**src/rtl/if_unit.sv**
```systemverilog
`default_nettype none
// ============================================================================
// Module   : if_unit
// Purpose  : Instruction-fetch unit. Holds the program counter, issues one
//            word fetch at a time to instruction memory, latches the returned
//            instruction into IR, and raises a sticky fault if memory does
//            not acknowledge within TIMEOUT cycles.
// Ports    : clk, rst          - clock, synchronous active-high reset
//            npc, pc_wr        - next-PC word address and load request
//            fetch_start       - start a fetch at the current PC
//            imem_ack/rdata    - memory read-data strobe and data
//            pc                - current PC (word address)
//            imem_req/addr     - fetch request (held until ack) and address
//            ir, ir_valid      - instruction register and its valid flag
//            busy              - high while a fetch is outstanding
//            fault             - sticky fetch-timeout indicator
// Revision : 1.0 - initial release
// ============================================================================
module if_unit #(
    parameter logic [31:0] RESET_PC = 32'h0000_3000,
    parameter int          TIMEOUT  = 16
) (
    input  logic        clk,
    input  logic        rst,
    input  logic [31:2] npc,
    input  logic        pc_wr,
    input  logic        fetch_start,
    input  logic        imem_ack,
    input  logic [31:0] imem_rdata,
    output logic [31:2] pc,
    output logic        imem_req,
    output logic [31:2] imem_addr,
    output logic [31:0] ir,
    output logic        ir_valid,
    output logic        busy,
    output logic        fault
);

    typedef enum logic [1:0] {
        IDLE     = 2'd0,
        WAIT_ACK = 2'd1,
        ERROR    = 2'd2
    } state_t;

    localparam logic [29:0] c_reset_word   = RESET_PC[31:2];
    localparam logic [7:0]  c_timeout_last = 8'(TIMEOUT - 1);

    state_t      r_state,    w_state;
    logic [29:0] r_pc,       w_pc;
    logic        r_req,      w_req;
    logic [29:0] r_addr,     w_addr;
    logic [31:0] r_ir,       w_ir;
    logic        r_ir_valid, w_ir_valid;
    logic        r_fault,    w_fault;
    logic [7:0]  r_cnt,      w_cnt;
    logic        r_pend,     w_pend;
    logic [29:0] r_pend_pc,  w_pend_pc;

    always_ff @(posedge clk) begin
        if (rst) begin
            r_state    <= IDLE;
            r_pc       <= c_reset_word;
            r_req      <= 1'b0;
            r_addr     <= c_reset_word;
            r_ir       <= 32'h0;
            r_ir_valid <= 1'b0;
            r_fault    <= 1'b0;
            r_cnt      <= 8'h0;
            r_pend     <= 1'b0;
            r_pend_pc  <= c_reset_word;
        end else begin
            r_state    <= w_state;
            r_pc       <= w_pc;
            r_req      <= w_req;
            r_addr     <= w_addr;
            r_ir       <= w_ir;
            r_ir_valid <= w_ir_valid;
            r_fault    <= w_fault;
            r_cnt      <= w_cnt;
            r_pend     <= w_pend;
            r_pend_pc  <= w_pend_pc;
        end
    end

    always_comb begin
        w_state    = r_state;
        w_pc       = r_pc;
        w_req      = r_req;
        w_addr     = r_addr;
        w_ir       = r_ir;
        w_ir_valid = r_ir_valid;
        w_fault    = r_fault;
        w_cnt      = r_cnt;
        w_pend     = r_pend;
        w_pend_pc  = r_pend_pc;

        case (r_state)
            IDLE: begin
                // A simultaneous fetch uses the old PC: w_addr takes r_pc.
                if (pc_wr) begin
                    w_pc = npc;
                end
                if (fetch_start) begin
                    w_state    = WAIT_ACK;
                    w_req      = 1'b1;
                    w_addr     = r_pc;
                    w_ir_valid = 1'b0;
                    w_cnt      = 8'h0;
                end
            end

            WAIT_ACK: begin
                if (imem_ack) begin
                    // Ack wins even on the final allowed cycle.
                    w_state    = IDLE;
                    w_ir       = imem_rdata;
                    w_ir_valid = 1'b1;
                    w_req      = 1'b0;
                end else if (r_cnt == c_timeout_last) begin
                    w_state = ERROR;
                    w_fault = 1'b1;
                    w_req   = 1'b0;
                end else begin
                    w_cnt = r_cnt + 8'd1;
                end

                // PC must not move while the address is on the bus, so writes
                // are parked and applied on the exit edge; a write on the
                // exit edge itself is newer than anything parked.
                if (imem_ack || (r_cnt == c_timeout_last)) begin
                    if (pc_wr) begin
                        w_pc = npc;
                    end else if (r_pend) begin
                        w_pc = r_pend_pc;
                    end
                    w_pend = 1'b0;
                end else if (pc_wr) begin
                    w_pend_pc = npc;
                    w_pend    = 1'b1;
                end
            end

            ERROR: begin
                // Terminal until reset; everything holds.
            end

            default: begin
                w_state = IDLE;
            end
        endcase
    end

    assign pc        = r_pc;
    assign imem_req  = r_req;
    assign imem_addr = r_addr;
    assign ir        = r_ir;
    assign ir_valid  = r_ir_valid;
    assign fault     = r_fault;
    assign busy      = (r_state == WAIT_ACK);

endmodule
`default_nettype wire

```
**config.mk**
```make
export PLATFORM = sky130hd
export DESIGN_NAME = if_unit
export DESIGN_NICKNAME = d
export VERILOG_FILES = /design/src/rtl/if_unit.sv
export SDC_FILE = /design/constraint.sdc
export NUM_CORES = 1
export LEC_CHECK = 0
export ABC_AREA = 1
export ABC_CLOCK_PERIOD_IN_PS = 1500
export CORE_MARGIN = 2
export CORE_UTILIZATION = 42
export CTS_CLUSTER_DIAMETER = 120
export DETAILED_ROUTE_END_ITERATION = 8
export GPL_TIMING_DRIVEN = 0
export PLACE_DENSITY = 0.82
export SYNTH_ARGS = -nofsm -noshare
export SYNTH_HDL_FRONTEND = slang
export SYNTH_SLANG_ARGS = --single-unit
```
**constraint.sdc**
```tcl
create_clock -name clk -period 1.5 [get_ports clk]
set_clock_uncertainty 0.1 [all_clocks]
set_input_delay 0.3 -clock clk [delete_from_list [all_inputs] [get_ports clk]]
set_output_delay 0.3 -clock clk [all_outputs]
set_load 0.01 [all_outputs]
```
# [Word level (Yosys, flattened, before mapping)]
# Index checks and enable logic that the tools add are counted.
[totals] reg_bits=136 latch_bits=0 ramBits=0 romBits=0 input_bits=67 out_inout_bits=96 wordCells=61 memories=0
[op_classes] n_addsub=1 n_mul=0 div=0 order_cmp=0 eq_ne=11 n_shift=0 n_mux=22 bitwise_logic=3 n_reduce_logical=14
[ops] operator="$mux 30" n=4
[ops] operator="$pmux 30 s2" n=1
[ops] operator="$mux 8" n=3
[ops] operator="$pmux 8 s2" n=1
[ops] operator="$reduce_and 3->1" n=5
[ops] operator="$ne 2x2->1 const B" n=5
[ops] operator="$add 8x1->8 const B" n=1
[ops] operator="$eq 8x4->1 const B" n=1
[ops] operator="$reduce_and 4->1" n=2
[ops] operator="$mux 1" n=7
[ops] operator="$mux 2" n=3
[ops] operator="$ne 3x2->1 const B" n=2
[ops] operator="$pmux 2 s3" n=1
[ops] operator="$reduce_and 2->1" n=3
[ops] operator="$pmux 1 s2" n=2
[ops] operator="$reduce_bool 2->1" n=2
[ops] operator="$not 1->1" n=3
[ops] operator="$eq 2x1->1 const B" n=1
[ops] operator="$eq 2x2->1 const B" n=1
[ops] operator="$logic_not 2->1" n=1
[ops] operator="$ne 2x1->1 const B" n=1
[ops] operator="$logic_or 1x1->1" n=1

# [Logic depth before layout (Yosys ltp)]
# Gate-level depths: netlist of the first run.
[depth] word_depth=4 mapped_depth=10 mapped_depth_nobuf=9

# [Worst setup path before layout of the first run]
# No wires, ideal clock.
[synth_path] path_kind="reg-to-reg" start="register r_cnt[0]" end="register r_pc[10] (netlist: pc[12])" setup_time_ns=0.134 arrival_ns=1.444 required_ns=1.266 setup_slack_ns=-0.177 path_stages_with_launch=9 n_path_buf=2 period_less_slack_ns=1.677 path_cell_list="dfxtp_1 -> ha_1 -> nand3_2 -> o21ai_2 -> nand3_2 -> buf_2 -> buf_4 -> nand2_1 -> nand3_1"
[synth_between] elab_chain_len=4
[synth_lines] item="from (decl)" line="55" text="logic [7:0] r_cnt, w_cnt;"
[synth_lines] item="from (signal assigned)" line="79" text="r_cnt <= w_cnt;"
[synth_lines] item="$eq 8x4->1" line="130" text="if (imem_ack || (r_cnt == c_timeout_last)) begin"
[synth_lines] item="$logic_or 1x1->1" line="130"
[synth_lines] item="$ne 2x1->1 (no source line)"
[synth_lines] item="$reduce_and 4->1 (no source line)"
[synth_lines] item="to (signal assigned)" line="62" text="r_pc <= c_reset_word;"
[synth_lines] item="to (signal assigned)" line="73" text="r_pc <= w_pc;"
[synth_lines] item="to (decl)" line="49" text="logic [29:0] r_pc, w_pc;"
# Every way passes these cells.
# A chain may end at the register's enable or synchronous reset.

# [Final worst setup path of the first run]
[layout_path] start="register r_cnt[5]" end="register r_pc[19] (netlist: pc[21])"
# Same word-level chain as after synthesis.

==> results of run 1 <==
-- layout make-up --
type	count	area, um^2	area share, %
plain buffers	49	394	4.38
clock buffers	20	437	4.85
clock inverters	11	155	1.72
inverters	43	180	2.00
multi-input cells	541	2940	32.7
flip-flops and latches	136	2740	30.4
well taps	172	215	2.39
repair buffers	197	1930	21.5
-- kinds of logic after synthesis --
family / after synthesis
fa+ha+maj: 1
flops: 136
xor+xnor: 1
compound gates: 129
buf+inv: 92
simple gates: 410
-- path summary, 6_finish.rpt --
path / from / to / cells past startpoint
worst max register to register: r_cnt[5] / pc[21] / 9
worst min-delay path: rst / r_pend_pc[29] / 2
worst max-delay path: r_cnt[5] / pc[21] / 9
worst min register to register: ir[2] / ir[2] / 2
-- power by group through the flow --
stage / Clock [uW] / Sequential [uW] / Combinational, uW
finish: 4300 / 3940 / 1650
global route: 4460 / 3950 / 1750
global placement: 0 / 4000 / 1300
floorplan: 0 / 4070 / 533
CTS: 4290 / 3920 / 1400
detailed placement: 0 / 4000 / 1320
-- critical path: stages (launching register included) --
cell                      delay [ns]
sky130_fd_sc_hd__dfxtp_1        0.34
sky130_fd_sc_hd__nor2_1         0.23
sky130_fd_sc_hd__nand2_2        0.15
sky130_fd_sc_hd__o21ai_4        0.23
sky130_fd_sc_hd__nand3_4        0.16
sky130_fd_sc_hd__buf_8          0.18
sky130_fd_sc_hd__buf_12         0.15
sky130_fd_sc_hd__nand2_1        0.07
sky130_fd_sc_hd__nand2_1        0.07
sky130_fd_sc_hd__nor2_1         0.14
-- Yosys cell counts --
master                       n  share of area [%]
sky130_fd_sc_hd__inv_2       3               0.21
sky130_fd_sc_hd__xor2_1      1               0.16
sky130_fd_sc_hd__nand2_2     1               0.12
sky130_fd_sc_hd__o21ai_0    30                2.8
sky130_fd_sc_hd__nor2_4      2               0.41
sky130_fd_sc_hd__o21ai_2     1               0.16
sky130_fd_sc_hd__buf_4       7               0.97
sky130_fd_sc_hd__clkbuf_1   27                1.9
sky130_fd_sc_hd__nor3_1      1              0.092
sky130_fd_sc_hd__inv_1      39                2.7
sky130_fd_sc_hd__a21oi_1    98                9.0
sky130_fd_sc_hd__ha_1        1               0.23
sky130_fd_sc_hd__clkinv_1    1              0.069
sky130_fd_sc_hd__nand2_1   274                 19
sky130_fd_sc_hd__nor2_2      1               0.12
sky130_fd_sc_hd__nor3b_1     1               0.14
sky130_fd_sc_hd__nand2_4     1               0.21
sky130_fd_sc_hd__nand3_1    46                4.2
sky130_fd_sc_hd__buf_2      11                1.0
sky130_fd_sc_hd__nand3_2     2               0.37
sky130_fd_sc_hd__nor2_1     78                5.4
sky130_fd_sc_hd__dfxtp_1   136                 50
sky130_fd_sc_hd__buf_1       4               0.28
sky130_fd_sc_hd__or2_2       3               0.35
-- state kept, by name, summed over array words and instances (netlist names) --
signal     flops
fault          1
imem_addr     30
imem_req       1
ir            32
ir_valid       1
pc            30
r_cnt          8
r_pend         1
r_pend_pc     30
r_state        2
-- per-stage QoR --
step	utilization, %	std cells	TNS, ns
floorplan	-	769	0
global placement	57.6	1101	-37.73
detailed placement	57.6	1101	-38.84
CTS	66.8	1155	-3.90
global route	71.3	1169	-21.51
finish	71.3	1169	-19.08
-- timing repair --
action	4_1_cts	5_1_grt
endpoints found under the setup margin	225	121
setup buffers	17	12
cloned	7	2
pin swaps	35	31
gates resized for setup	232	135
-- per-layer routing --
layer	global-route usage [%]	vias to the layer above	wire length (um)
li1	-	2867	-
met1	30.9	2973	8290
met2	43.9	428	10100
met3	7.51	123	1920
met4	11.2	0	1360
met5	0	-	0
==> flow_summary.ini, run 1 <==
[layout]
stdcell_area_um2 = 9000
antennaDiodeCount = 0
nets = 1053
most_common_library_cell_in_the_layout_ignoring_fill_and_taps = sky130_fd_sc_hd__nand2_1
layout-drive-gt1-share_pct = 24.1
fillers = 887
syn_to_layout_area_delta_pct = 65.7
most-common-layout-cells = 215 x sky130_fd_sc_hd__nand2_1, 130 x sky130_fd_sc_hd__dfxtp_1, 93 x sky130_fd_sc_hd__dlygate4sd2_1

[global_route]
vias_in_the_first_global_route = 5785
grt_first_pass_wirelength_um = 29100
grt.overflow.total = 0
grt_start_max_net_pins = 17
initial_antenna_violation_count = 0
grt_util_all_layers_pct = 26.1

[synthesis]
synthesized_cell_area_um2 = 5430
post_synth_inst_count = 769
synth.ff_latch_count = 136
postSynthAreaPerCell_um2 = 7.06
postSynthNetCount = 837
post_synth_fa_ha_maj_area_fraction_pct = 0.231
synth_compound_area_share_pct = 12.0
synth-seq-area-share_pct = 50.2
distinct_cell_type_count_after_synthesis = 24
simple_gate_portion_of_the_synthesized_area_pct = 30.4
largest_family_of_logic_cells_by_synthesized_area = simple AND/OR/NAND/NOR gates
synth.mux.area_fraction_pct = 0
yosysWarnings = 0
xor_and_xnor_fraction_of_the_mapped_netlist_area_pct = 0.161

[min_path]
min-delay-path-class = in -> reg

[drt]
vias_per_inst = 5.47
drt_drc_violations_left = 0
drt-wirelength-per-cell_um = 18.5
drt_wl_total_um = 21600
drt_pre_antenna_iters = 7
ant_nets = 0
route.vias.total = 6391
detailedRoute.firstIterationViolations = 612

[setup_path]
critPathRequiredTime_ns = 1.75
path_class = reg -> reg
timing.critical_path.arrival_ns = 2.15
cp-start-kind = register
end_kind = register
crit_path_max_fanout = 8
regToRegSetupSlack_ns = -0.40

[pwr]
seqPwrFrac_pct = 39.8
final_power_uw = 9890
switching_share_pct = 26.3
cellInternalPower_uw = 7290
power_per_cell_area_nw_per_um2 = 1100
leakage_power_uw = 0.00404
ir_worst_vdd_uv = 928
switching_power_uw = 2600
clock_power_share_pct = 43.5
power_frac_comb_pct = 16.7

[floorplan]
die_x_um = 118
boundaryPins = 163
dieHeight_um = 118
start_util_pct = 43.0
core_um2 = 12600
fp.dieArea_um2 = 13800
rows = 41

[timing]
final_critical_path_setup_slack_ns = -0.400
post_route_clock_period_utilization_pct = 127
timing.max_slew.rel_slack_pct = 46.5
fin_hold_ws_ns = 0.148
setup_viol_count_final = 82
fmax_ghz = 0.526
period_needed_ns = 1.90
rsz0062_at_grt = yes
tightest_slew_ns = 0.803
hold_viol = 0
final-max-slew-violation-count = 0

[placed_design]
io_buffers = 160
detailed_place_hpwl_um = 11300
gp_routability_congestion = 0.821
dp_slack_ns = -0.548
placedInstanceArea_um2 = 7270

[cts]
cts-hold-fix-buffers = 0
worst_skew_pair.late_latency_ns = 0.42
clock_tree.htree_level_count = 4
number_of_buffers_created_by_cts = 17
clock_tree_root = sky130_fd_sc_hd__clkbuf_16
clkSlewWorstSetupHoldPaths_ns = 0.06
clock_sink_count = 136
clock_path_buffers = 2
cts_tree = yes

[run_status]
violated_checks = negative setup slack
run_status = finished, violations left

[run]
maxCapViolations = 0
No activity file was read; power rests on OpenSTA's default activity.
==> run 2, diff against run 1 <==
--- a/config.mk
+++ b/config.mk
@@ -16,3 +16,4 @@
 export SYNTH_ARGS = -nofsm -noshare
 export SYNTH_HDL_FRONTEND = slang
 export SYNTH_SLANG_ARGS = --single-unit
+export TNS_END_PERCENT = 1
==> flow_summary.ini, run 2 (synthesis results as in run 1) <==
[drt]
detailedRoute.firstIterationViolations = 385
drt_drc_violations_left = 0
drt_pre_antenna_iters = 5
route.vias.total = 5714
drt-wirelength-per-cell_um = 14.2
drt_wl_total_um = 16400
ant_nets = 0
vias_per_inst = 4.97

[global_route]
initial_antenna_violation_count = 0
vias_in_the_first_global_route = 5301
grt.overflow.total = 0
grt_first_pass_wirelength_um = 25700
grt_start_max_net_pins = 17
grt_util_all_layers_pct = 22.8

[min_path]
min-delay-path-class = in -> reg
hold_path_depth = 3
hold_path.startpoint = imem_ack
timing.hold.worst_endpoint = ir[31]

[timing]
rsz0062_at_grt = yes
period_needed_ns = 1.67
hold_viol = 0
fmax_ghz = 0.598
fin_hold_ws_ns = 0.247
fin_tns_setup_ns = -5.20
final_critical_path_setup_slack_ns = -0.171
final-max-slew-violation-count = 0
post_route_clock_period_utilization_pct = 111
tightest_slew_ns = 0.605
timing.max_slew.rel_slack_pct = 59.6
setup_viol_count_final = 65

[setup_path]
crit_path_max_fanout = 3
critPathRequiredTime_ns = 1.10
worst_path_largest_cell_delay_ns = 0.34
timing.critical_path.arrival_ns = 1.27
cells_on_worst_reg2reg_path = 8
regToRegSetupSlack_ns = -0.17
cp-start-kind = register
crit_path_frequent_cell = sky130_fd_sc_hd__buf_6
slowest_stage = sky130_fd_sc_hd__dfxtp_2
crit-reg2reg-launch = r_cnt[0]
path_class = reg -> out
end_kind = primary output
rr_endpoint = pc[15]
crit_chain = inv_2 -> nand2_4 -> inv_4 -> buf_6 -> buf_8 -> buf_6

[floorplan]
boundaryPins = 163
dieHeight_um = 118
core_um2 = 12600
start_util_pct = 43.0
die_x_um = 118
rows = 41
fp.dieArea_um2 = 13800

[run_status]
violated_checks = negative setup slack
run_status = finished, violations left

[layout]
antennaDiodeCount = 0
largest_reg_flops = 32
fillers = 1078
most-common-layout-cells = 271 x sky130_fd_sc_hd__nand2_1, 132 x sky130_fd_sc_hd__dfxtp_1, 93 x sky130_fd_sc_hd__a21oi_1, 93 x sky130_fd_sc_hd__dlygate4sd2_1, 70 x sky130_fd_sc_hd__nor2_1
stdcell_area_um2 = 8090
syn_to_layout_area_delta_pct = 49.1
nets = 1033
most_common_library_cell_in_the_layout_ignoring_fill_and_taps = sky130_fd_sc_hd__nand2_1
layout-drive-gt1-share_pct = 11.9

[cts]
worst_skew_pair.late_latency_ns = 0.41
cts-hold-fix-buffers = 0
clock_tree_root = sky130_fd_sc_hd__clkbuf_16
number_of_buffers_created_by_cts = 17
cts_tree = yes
clock_path_buffers = 2
clock_sink_count = 136
clkSlewWorstSetupHoldPaths_ns = 0.05
clock_tree.htree_level_count = 4

[pwr]
ir_worst_vdd_uv = 968
power_per_cell_area_nw_per_um2 = 1170
leakage_power_uw = 0.00372
final_power_uw = 9500

[placed_design]
detailed_place_hpwl_um = 11300
dp_slack_ns = -0.548
gp_routability_congestion = 0.821
io_buffers = 160
placedInstanceArea_um2 = 7270

[run]
maxCapViolations = 0
[run 2: worst max path at each step]
stage                     slack (ns)  startpoint           end  depth (start not counted)
after global placement         -0.56  r_state[0]          busy                          5
after CTS                      -0.23    r_cnt[0]        pc[11]                          8
after global routing           -0.22    r_cnt[0]        pc[28]                          7
final                          -0.17  r_state[1]          busy                          6
after detailed placement       -0.55  r_state[0]          busy                          5
after floorplan                 0.01    r_cnt[0]  r_pend_pc[0]                          9
[run 2: report_power, final]
part | switching (uW) | internal, uW
Combinational | 726 | 604
Sequential | 107 | 3810
Clock | 1500 | 2750
Total | 2330 | 7170
[run 2: final cells by class]
type | instances | area, um^2 | area share, %
timing repair buffer | 177 | 1640 | 20.3
clock buffer | 20 | 437 | 5.39
tap | 172 | 215 | 2.66
clock inverter | 11 | 155 | 1.92
buffer | 49 | 309 | 3.82
sequential | 136 | 2730 | 33.8
multi-input combinational | 541 | 2440 | 30.1
inverter | 43 | 170 | 2.10
[run 2: critical path: cells and delay by family, from the launching register on]
| kind | cells | cell delay (ns) |
|---|---|---|
| buf+inv | 5 | 0.44 |
| flops | 1 | 0.34 |
| simple gates | 1 | 0.09 |
[run 2: through the flow]
stage | cells | util, %
6_report | 1149 | 64.1
5_1_grt | 1149 | 64.1
4_1_cts | 1134 | 62.0
3_5_place_dp | 1101 | 57.6
3_3_place_gp | 1101 | 57.6
2_1_floorplan | 769 | -
[run 2: repair_timing]
action,4_1_cts,5_1_grt
hold endpoints to repair,0,0
cloned,0,2
buffers inserted,2,13
setup endpoints to repair,225,120
pin swaps,0,6
resized for setup,127,46
[run 2: per-layer routing]
metal / wire, um / track usage, %
met1: 6890 / 27.9
met2: 7770 / 37.1
met3: 1220 / 7.07
met4: 493 / 9.26
met5: 0 / 0
